$ cat config.mk
export PLATFORM = sky130hd
export DESIGN_NAME = pc_sequencer
export DESIGN_NICKNAME = d
export VERILOG_FILES = /design/src/rtl/ev22_pkg.sv /design/src/rtl/pc_sequencer_ret_stack.sv /design/src/rtl/pc_sequencer.sv
export SDC_FILE = /design/constraint.sdc
export NUM_CORES = 1
export LEC_CHECK = 0
export ABC_AREA = 1
export BUFFER_PORTS_ARGS = -buffer_cell sky130_fd_sc_hd__buf_4
export CAP_MARGIN = 20
export CORE_ASPECT_RATIO = 0.75
export CORE_MARGIN = 2
export CORE_UTILIZATION = 40
export CTS_CLUSTER_DIAMETER = 150
export CTS_CLUSTER_SIZE = 40
export DETAILED_ROUTE_END_ITERATION = 16
export SLEW_MARGIN = 20
export SYNTH_ARGS = -nofsm -noshare
export SYNTH_HDL_FRONTEND = slang
export SYNTH_SLANG_ARGS = --single-unit
$ cat constraint.sdc
create_clock -name clk -period 2.3 [get_ports clk]
set_input_delay 0.115 -clock clk [delete_from_list [all_inputs] [get_ports clk]]
set_output_delay 0.115 -clock clk [all_outputs]
set_load 0.01 [all_outputs]
$ cat src/rtl/ev22_pkg.sv
// Shared EV22 definitions: flow-control opcode patterns, sequencer FSM states
// and a small opcode classifier used by both the sequencer and the decoder.
package ev22_pkg;

    localparam int PC_W_DEFAULT = 10;

    // Flow-control opcode patterns, matched against the high byte of the word
    localparam logic [4:0] OP_JMP = 5'b00100;
    localparam logic [4:0] OP_JZE = 5'b00101;
    localparam logic [4:0] OP_JNE = 5'b00110;
    localparam logic [4:0] OP_JCY = 5'b00111;
    localparam logic [5:0] OP_BSR = 6'b000111;
    localparam logic [7:0] OP_RET = 8'h41;

    typedef enum logic [1:0] {
        BOOT  = 2'd0,
        RUN   = 2'd1,
        FAULT = 2'd2
    } seq_state_e;

    typedef enum logic [2:0] {
        FL_SEQ,
        FL_JMP,
        FL_JZE,
        FL_JNE,
        FL_JCY,
        FL_BSR,
        FL_RET
    } flow_e;

    function automatic flow_e decode_flow(input logic [7:0] op_hi);
        flow_e f;
        f = FL_SEQ;
        if (op_hi[7:3] == OP_JMP)      f = FL_JMP;
        else if (op_hi[7:3] == OP_JZE) f = FL_JZE;
        else if (op_hi[7:3] == OP_JNE) f = FL_JNE;
        else if (op_hi[7:3] == OP_JCY) f = FL_JCY;
        else if (op_hi[7:2] == OP_BSR) f = FL_BSR;
        else if (op_hi == OP_RET)      f = FL_RET;
        return f;
    endfunction

    function automatic logic [15:0] sext10(input logic [9:0] v);
        return {{6{v[9]}}, v};
    endfunction

endpackage

$ cat src/rtl/pc_sequencer_ret_stack.sv
// Return-address LIFO. Entry index is depth modulo DEPTH, so an overflowing
// push lands on entry 0 (the oldest) and an underflowing pop reads the top slot.
module ret_stack #(
    parameter int DEPTH = 8,
    parameter int WIDTH = 10
) (
    input  logic                     clk,
    input  logic                     reset,
    input  logic                     push_i,
    input  logic                     pop_i,
    input  logic [WIDTH-1:0]         push_data_i,
    output logic [WIDTH-1:0]         pop_data_o,
    output logic [$clog2(DEPTH):0]   depth_o,
    output logic                     full_o,
    output logic                     empty_o
);

    localparam int AW = $clog2(DEPTH);

    logic [WIDTH-1:0] mem_q [DEPTH];
    logic [AW:0]      depth_q, depth_d;
    logic [AW-1:0]    wr_idx, rd_idx;

    assign wr_idx     = depth_q[AW-1:0];
    assign rd_idx     = wr_idx - AW'(1);
    assign full_o     = (depth_q == (AW+1)'(DEPTH));
    assign empty_o    = (depth_q == '0);
    assign depth_o    = depth_q;
    assign pop_data_o = mem_q[rd_idx];

    // Depth saturates at both ends; the caller decides whether that is legal
    always_comb begin
        depth_d = depth_q;
        if (push_i && !full_o)
            depth_d = depth_q + (AW+1)'(1);
        else if (pop_i && !empty_o)
            depth_d = depth_q - (AW+1)'(1);
    end

    always_ff @(posedge clk) begin
        if (reset)
            depth_q <= '0;
        else
            depth_q <= depth_d;
    end

    always_ff @(posedge clk) begin
        if (push_i && !reset)
            mem_q[wr_idx] <= push_data_i;
    end

endmodule

$ cat src/rtl/pc_sequencer.sv
// EV22 program-counter sequencer: fetch sequencing, flow control and BSR/RET.
// Define PCSEQ_STACK_GUARD_EN to trap stack overflow/underflow into FAULT.
module pc_sequencer
    import ev22_pkg::*;
#(
    parameter int PC_W        = PC_W_DEFAULT,
    parameter int STACK_DEPTH = 8
) (
    input  logic                           clk,
    input  logic                           reset,
    input  logic [15:0]                    opcode,
    input  logic                           stall,
    input  logic                           w_zero,
    input  logic                           w_msb,
    input  logic                           cy,
    output logic [PC_W-1:0]                pc,
    output logic                           instr_valid,
    output logic [$clog2(STACK_DEPTH):0]   stack_depth,
    output logic                           fault
);

    seq_state_e      state_q, state_d;
    logic [PC_W-1:0] pc_q, pc_d;
    logic [PC_W-1:0] pc_inc, pc_tgt, pc_bsr, pop_data;
    logic            push, pop, stk_full, stk_empty;
    flow_e           flow;

    assign flow   = decode_flow(opcode[15:8]);
    assign pc_inc = pc_q + PC_W'(1);
    assign pc_tgt = opcode[PC_W-1:0];
    // Relative call: 10-bit signed offset, wraps modulo 2^PC_W
    assign pc_bsr = PC_W'(16'(pc_q) + sext10(opcode[9:0]));

    ret_stack #(
        .DEPTH (STACK_DEPTH),
        .WIDTH (PC_W)
    ) u_ret_stack (
        .clk         (clk),
        .reset       (reset),
        .push_i      (push),
        .pop_i       (pop),
        .push_data_i (pc_inc),
        .pop_data_o  (pop_data),
        .depth_o     (stack_depth),
        .full_o      (stk_full),
        .empty_o     (stk_empty)
    );

    always_comb begin
        state_d     = state_q;
        pc_d        = pc_q;
        push        = 1'b0;
        pop         = 1'b0;
        instr_valid = 1'b0;
        case (state_q)
            BOOT: state_d = RUN;
            RUN: begin
                if (!stall) begin
                    instr_valid = 1'b1;
                    case (flow)
                        FL_JMP: pc_d = pc_tgt;
                        FL_JZE: pc_d = w_zero ? pc_tgt : pc_inc;
                        FL_JNE: pc_d = !w_msb ? pc_tgt : pc_inc;
                        FL_JCY: pc_d = cy ? pc_tgt : pc_inc;
                        FL_BSR: begin
`ifdef PCSEQ_STACK_GUARD_EN
                            if (stk_full) begin
                                state_d = FAULT;
                            end else begin
                                push = 1'b1;
                                pc_d = pc_bsr;
                            end
`else
                            push = 1'b1;
                            pc_d = pc_bsr;
`endif
                        end
                        FL_RET: begin
`ifdef PCSEQ_STACK_GUARD_EN
                            if (stk_empty) begin
                                state_d = FAULT;
                            end else begin
                                pop  = 1'b1;
                                pc_d = pop_data;
                            end
`else
                            pop  = 1'b1;
                            pc_d = pop_data;
`endif
                        end
                        default: pc_d = pc_inc;
                    endcase
                end
            end
            FAULT: state_d = FAULT;
            default: state_d = BOOT;
        endcase
    end

    always_ff @(posedge clk) begin
        if (reset) begin
            state_q <= BOOT;
            pc_q    <= '0;
        end else begin
            state_q <= state_d;
            pc_q    <= pc_d;
        end
    end

    assign pc = pc_q;

`ifdef PCSEQ_STACK_GUARD_EN
    assign fault = (state_q == FAULT);
`else
    // Without the guard the stack limits are never consulted
    logic unused_stk_flags;
    assign unused_stk_flags = stk_full ^ stk_empty;
    assign fault            = 1'b0;
`endif

endmodule
# Word-level counts from Yosys, hierarchy flattened

Memories as Yosys holds them, arrays and structs flattened.
Index checks and enable logic that the tools add are counted.

Flip-flop bits (word level): 16
Memory bits (writable): 80
Logic and storage cells: 58
Memories kept: 1

Memories:

| name              | depth | width | read ports | clocked after Yosys merged registers in | write ports | RTL line                     | RTL |
|---|---|---|---|---|---|---|---|
| u_ret_stack.mem_q | 8     | 10    | 1          | 0                                       | 1           | pc_sequencer_ret_stack.sv:20 | `logic [WIDTH-1:0] mem_q [DEPTH];` |

$add $sub $neg: 5
Equal/unequal tests: 15
Muxes and demuxes: 23
Bitwise logic cells: 1
Reduce and logical (&&, ||, !) cells: 10

Operator list:

| cell                                                | count |
|---|---|
| case mux 10 bit (6 select lines)                    | 1 |
| 2-to-1 mux 10 bit                                   | 3 |
| equality test 5 x 3 -> 1 bit, second input constant | 4 |
| 2-to-1 mux 3 bit                                    | 6 |
| adder 10 x 1 -> 10 bit, second input constant       | 1 |
| adder 10 bit                                        | 1 |
| 2-to-1 mux 1 bit                                    | 10 |
| equality test 3 bit, second input constant          | 3 |
| equality test 8 x 7 -> 1 bit, second input constant | 1 |
| 2-to-1 mux 4 bit                                    | 2 |
| equality test 3 x 2 -> 1 bit, second input constant | 2 |
| equality test 6 x 3 -> 1 bit, second input constant | 1 |
| case mux 2 bit (3 select lines)                     | 1 |
| adder 4 x 1 -> 4 bit, second input constant         | 1 |
| equality test 4 bit, second input constant          | 1 |
| logical NOT 4 bit                                   | 1 |
| subtractor 4 x 1 -> 4 bit, second input constant    | 1 |
| equality test 3 x 1 -> 1 bit, second input constant | 1 |
| logical AND 1 bit                                   | 3 |
| logical NOT 1 bit                                   | 3 |
| subtractor 3 x 1 -> 3 bit, second input constant    | 1 |
| equality test 2 x 1 -> 1 bit, second input constant | 1 |
| equality test 2 bit, second input constant          | 1 |
| logical NOT 2 bit                                   | 1 |
| other kinds (3)                                     | 3 |

# Logic depth before layout (Yosys ltp)

Depth after elaboration: 14
Mapped depth: 16

# Hierarchy

From an unflattened synthesis, not the netlist that was laid out.

Cell total of the unflattened synthesis: 713
Area, all modules: 5774.3 um^2

By module, submodules not included:

| module       | times used | cells each | area each (um^2) | seq. area each (um^2) |
|---|---|---|---|---|
| ret_stack    | 1          | 297        | 3495.9           | 2482.4 |
| pc_sequencer | 1          | 416        | 2278.4           | 240.2 |

# Least setup slack after synthesis

OpenSTA, ideal clock, no wires.

Path type: register to register
From: reg u_ret_stack.depth_q[0], in the netlist u_ret_stack.depth_o[0]
To: reg u_ret_stack.depth_q[3], in the netlist u_ret_stack.depth_o[3]
Library setup time: 0.115 ns
Arrival: 2.293 ns
Required time: 2.185 ns
Slack: -0.108 ns
Stages on the path, launching flop included: 16
Path buffers: 2
Cell sequence: dfxtp_1 > buf_2 > inv_2 > buf_2 > ha_1 > nand3_1 > nand3_1 > ha_1 > nand2_1 > nor2_1 > a211oi_2 > inv_1 > o21ai_1 > nand3_1 > nand2_1 > nor2_1

Longest elaborated chain between the ends: 4
Elaborated cells between the ends (all ways): 11
Those cells by class: 2 x add/sub; 1 x eq/ne; 2 x mux; 6 x reduce/logical

RTL lines:

| item                                                              | RTL line                     | RTL |
|---|---|---|
| start, declared                                                   | pc_sequencer_ret_stack.sv:21 | `logic [AW:0] depth_q, depth_d;` |
| start signal, assigned                                            | pc_sequencer_ret_stack.sv:44 | `depth_q <= depth_d;` |
| branches (longest 4 deep; another with subtractor 4 x 1 -> 4 bit) | n/a                          |  |

Parallel ways; which one is timed is not known. The select of a mux whose other input is x is not followed.
A chain may end at the register's enable or synchronous reset.

# Worst setup path in the final report

From: reg pc_q[0], in the netlist pc[0]
To: reg pc_q[4], in the netlist pc[4]

Longest elaborated chain between the ends: 3
Elaborated cells between the ends (all ways): 6
Those cells by class: 2 x add/sub; 4 x mux

RTL lines:

| item                                 | RTL line                                                   | RTL |
|---|---|---|
| start, declared                      | pc_sequencer.sv:23                                         | `logic [PC_W-1:0] pc_q, pc_d;` |
| start signal, assigned               | pc_sequencer.sv:106                                        | `pc_q <= pc_d;` |
| adder 10 x 1 -> 10 bit               | pc_sequencer.sv:29                                         | `assign pc_inc = pc_q + PC_W'(1);` |
| 2-to-1 mux 10 bit (on tied branches) | pc_sequencer.sv:64, pc_sequencer.sv:62, pc_sequencer.sv:63 |  |
| case mux 10 bit (6 select lines) (*) | pc_sequencer.sv:60                                         | `case (flow)` |

Every way passes the cells marked *; elsewhere a longest branch is shown, timed or not.

==> results.json <==
{
  "core_sq_um": 13700,
  "hold_viol": 0,
  "critPathArrivalTime_ns": 2.34,
  "synth_warnings": 0,
  "hp-class": "in -> reg",
  "critPathKind": "reg -> reg",
  "grt_max_degree": 46,
  "finalMaxSlewViolations": 0,
  "num_rows": 37,
  "antenna_left": 0,
  "setup_tns_ns": 0,
  "synth_edf_count": 80,
  "endpoint": "pc[4]$_SDFFE_PP0P_",
  "status": "completed",
  "ys_seq_elements": 96,
  "drtPass1Iterations": 5,
  "reg2reg_depth": 11,
  "path_max_fanout": 3,
  "clkSinkCount": 96,
  "syn_inst": 710,
  "track_usage": 0.219,
  "setup.worst_path.start": "pc[0]$_SDFFE_PP0P_",
  "post-cts-setup-buffer-count": 0,
  "required_ns": 2.54,
  "period_share": 0.911,
  "synth_area_sq_um": 5580,
  "end_kind": "register",
  "port_buffers": 36,
  "finalClockSkew_ns": 0.00951,
  "dieWidth_microns": 140,
  "setup_viol": 0,
  "drive_above_1_share": 0.141,
  "async_flop_share": 0,
  "r2r_end": "pc[4]$_SDFFE_PP0P_",
  "grt_pass1_vias": 4630,
  "cap_viol_max_count": 0,
  "area_growth_syn_to_layout_pct": 16.2,
  "routabilityCongestion": 0.965,
  "grt_setup_unrepaired": "no",
  "pwr_density_cell_nw_per_um2": 586,
  "antenna_found_initial": 0,
  "routedWlPerCell_microns": 16.9,
  "synth_area_per_cell_sq_um": 7.86,
  "vdd_drop_max_v": 0.000376,
  "dpl.hpwl_microns": 11600,
  "ys_seq_area_frac": 0.488,
  "grt_overflow_total": 0,
  "initial_utilization": 0.409,
  "totalWireLength_microns": 15800,
  "first_iter_violations": 620,
  "final.setup.worst_slack_ns": 0.205,
  "holdWs_ns": 0.0843,
  "drcViolationCount": 0,
  "fp.dieH_microns": 106,
  "viasPerCell": 5.36,
  "yosysUniqueCellTypes": 35,
  "synthesis.nets": 747,
  "cts-buffers-inserted": 9,
  "vias": 5017,
  "cts-htree-levels": 3,
  "num_antenna_cells": 0,
  "final_core_util": 0.475,
  "ys.flop_type": "edfxtp_1",
  "max_freq_ghz": 0.477,
  "tritoncts": "done",
  "clk_latency_ns": 0.35,
  "die_area_sq_um": 14900,
  "r2r_slack_ns": 0.21,
  "clk_pin_slew_ns": 0.08,
  "grt_pass1_wl_microns": 25400,
  "ios": 38,
  "fin_nets": 793,
  "cts_buffer_depth": 2,
  "r2r_start": "pc[0]$_SDFFE_PP0P_",
  "clockRootBuffer": "clkbuf_16",
  "place_ws_ns": 0.109,
  "worstHoldPathCells": 2,
  "power.leakage_uw": 0.00286,
  "fin_crit_ns": 2.09,
  "crit_path_start_kind": "register"
}
-- state kept, by name, summed over array words and instances (netlist names) --
register	cells
pc	10
state_q	2
u_ret_stack.depth_o	4
u_ret_stack.mem_q	80
-- how the worst min path moves through the flow --
stage / startpoint / to / slack [ns]
global placement: state_q[1]$_SDFFE_PP0P_ / state_q[0]$_SDFFE_PP0P_ / 0.40
detailed placement: state_q[1]$_SDFFE_PP0P_ / state_q[0]$_SDFFE_PP0P_ / 0.41
global route: reset / pc[8]$_SDFFE_PP0P_ / 0.09
CTS: reset / pc[9]$_SDFFE_PP0P_ / 0.06
finish: reset / pc[7]$_SDFFE_PP0P_ / 0.08
floorplan: reset / pc[9]$_SDFFE_PP0P_ / 0.18
-- through the flow --
| step | cells | total power (uW) | area (sq um) |
|---|---|---|---|
| after floorplan | 710 | 2130 | 5600 |
| after global placement | 920 | 2250 | 6140 |
| after detailed placement | 920 | 2260 | 6140 |
| after CTS | 936 | 3820 | 6460 |
| after global routing | 936 | 3940 | 6480 |
| final | 936 | 3800 | 6480 |
-- cell usage in the layout, fill, tap and decap left out, drive strengths merged --
master,Yosys,layout
a211oi,1,1
a21o,1,1
a21oi,44,44
a22oi,1,1
a31oi,2,2
buf,17,59
clkbuf,7,9
clkinv,4,8
conb,1,1
dfxtp,16,16
edfxtp,80,80
fa,2,2
ha,13,13
inv,67,70
nand2,238,238
nand3,87,87
nand3b,2,2
nand4,8,8
nor2,67,67
nor3,14,14
o211ai,4,4
o21ai,26,26
or2,1,1
xnor2,3,3
xor2,4,4
-- cells by family after synthesis --
family | after synthesis | synth area share
AO/OA/AOI/OAI | 79 | 0.0753
XOR/XNOR | 7 | 0.0110
adder cells (fa/ha/maj) | 15 | 0.0363
buffers and inverters | 95 | 0.0715
flip-flops | 96 | 0.488
other | 1 | 0.000672
AND/OR/NAND/NOR | 417 | 0.317
-- metal layers --
metal | vias up | routed length [microns] | GRT usage
met2 | 193 | 6790 | 0.324
met4 | 0 | 184 | 0.0447
li1 | 2441 | - | -
met3 | 16 | 1220 | 0.0410
met1 | 2367 | 7620 | 0.336
met5 | - | 0 | 0
-- what timing repair did --
item	CTS	global route
resized for setup	0	5
hold endpoints to repair	0	0
hold buffers	0	0
setup endpoints to repair	0	11
-- synthesized netlist by cell type, types with 8 or more instances --
| master | instances | area, sq um |
|---|---|---|
| buf_2 | 10 | 50.1 |
| edfxtp_1 | 80 | 2400 |
| inv_1 | 56 | 210 |
| ha_1 | 13 | 163 |
| nor2_1 | 64 | 240 |
| dfxtp_1 | 16 | 320 |
| nand2_1 | 234 | 878 |
| a21oi_1 | 44 | 220 |
| nand3_1 | 86 | 430 |
| o21ai_1 | 8 | 40.0 |
| inv_2 | 11 | 41.3 |
| nor3_1 | 14 | 70.1 |
| o21ai_0 | 18 | 90.1 |
-- power breakdown --
part           internal [uW]  switching (uW)
sequential              1880            11.1
combinational            114             222
clock                    791             781
-- worst max-delay path, stage by stage (launching register included) --
cell and delay (ns):
dfxtp_1 0.32, ha_1 0.22, fa_1 0.43, nand3_1 0.09, nand3_1 0.17, or2_2 0.32
nand3_1 0.09, nand2_1 0.07, nor2_1 0.08, nand2_1 0.06, nand2_1 0.06, a21oi_1 0.06
-- cell type report --
type	instances	area, sq um
inverters	71	267
clock buffers	9	225
fillers	1360	7170
multi-input cells	519	2510
repair buffers	59	443
well taps	175	219
clock inverters	7	96.3
flip-flops and latches	96	2720
(Power assumes the default switching activity.)
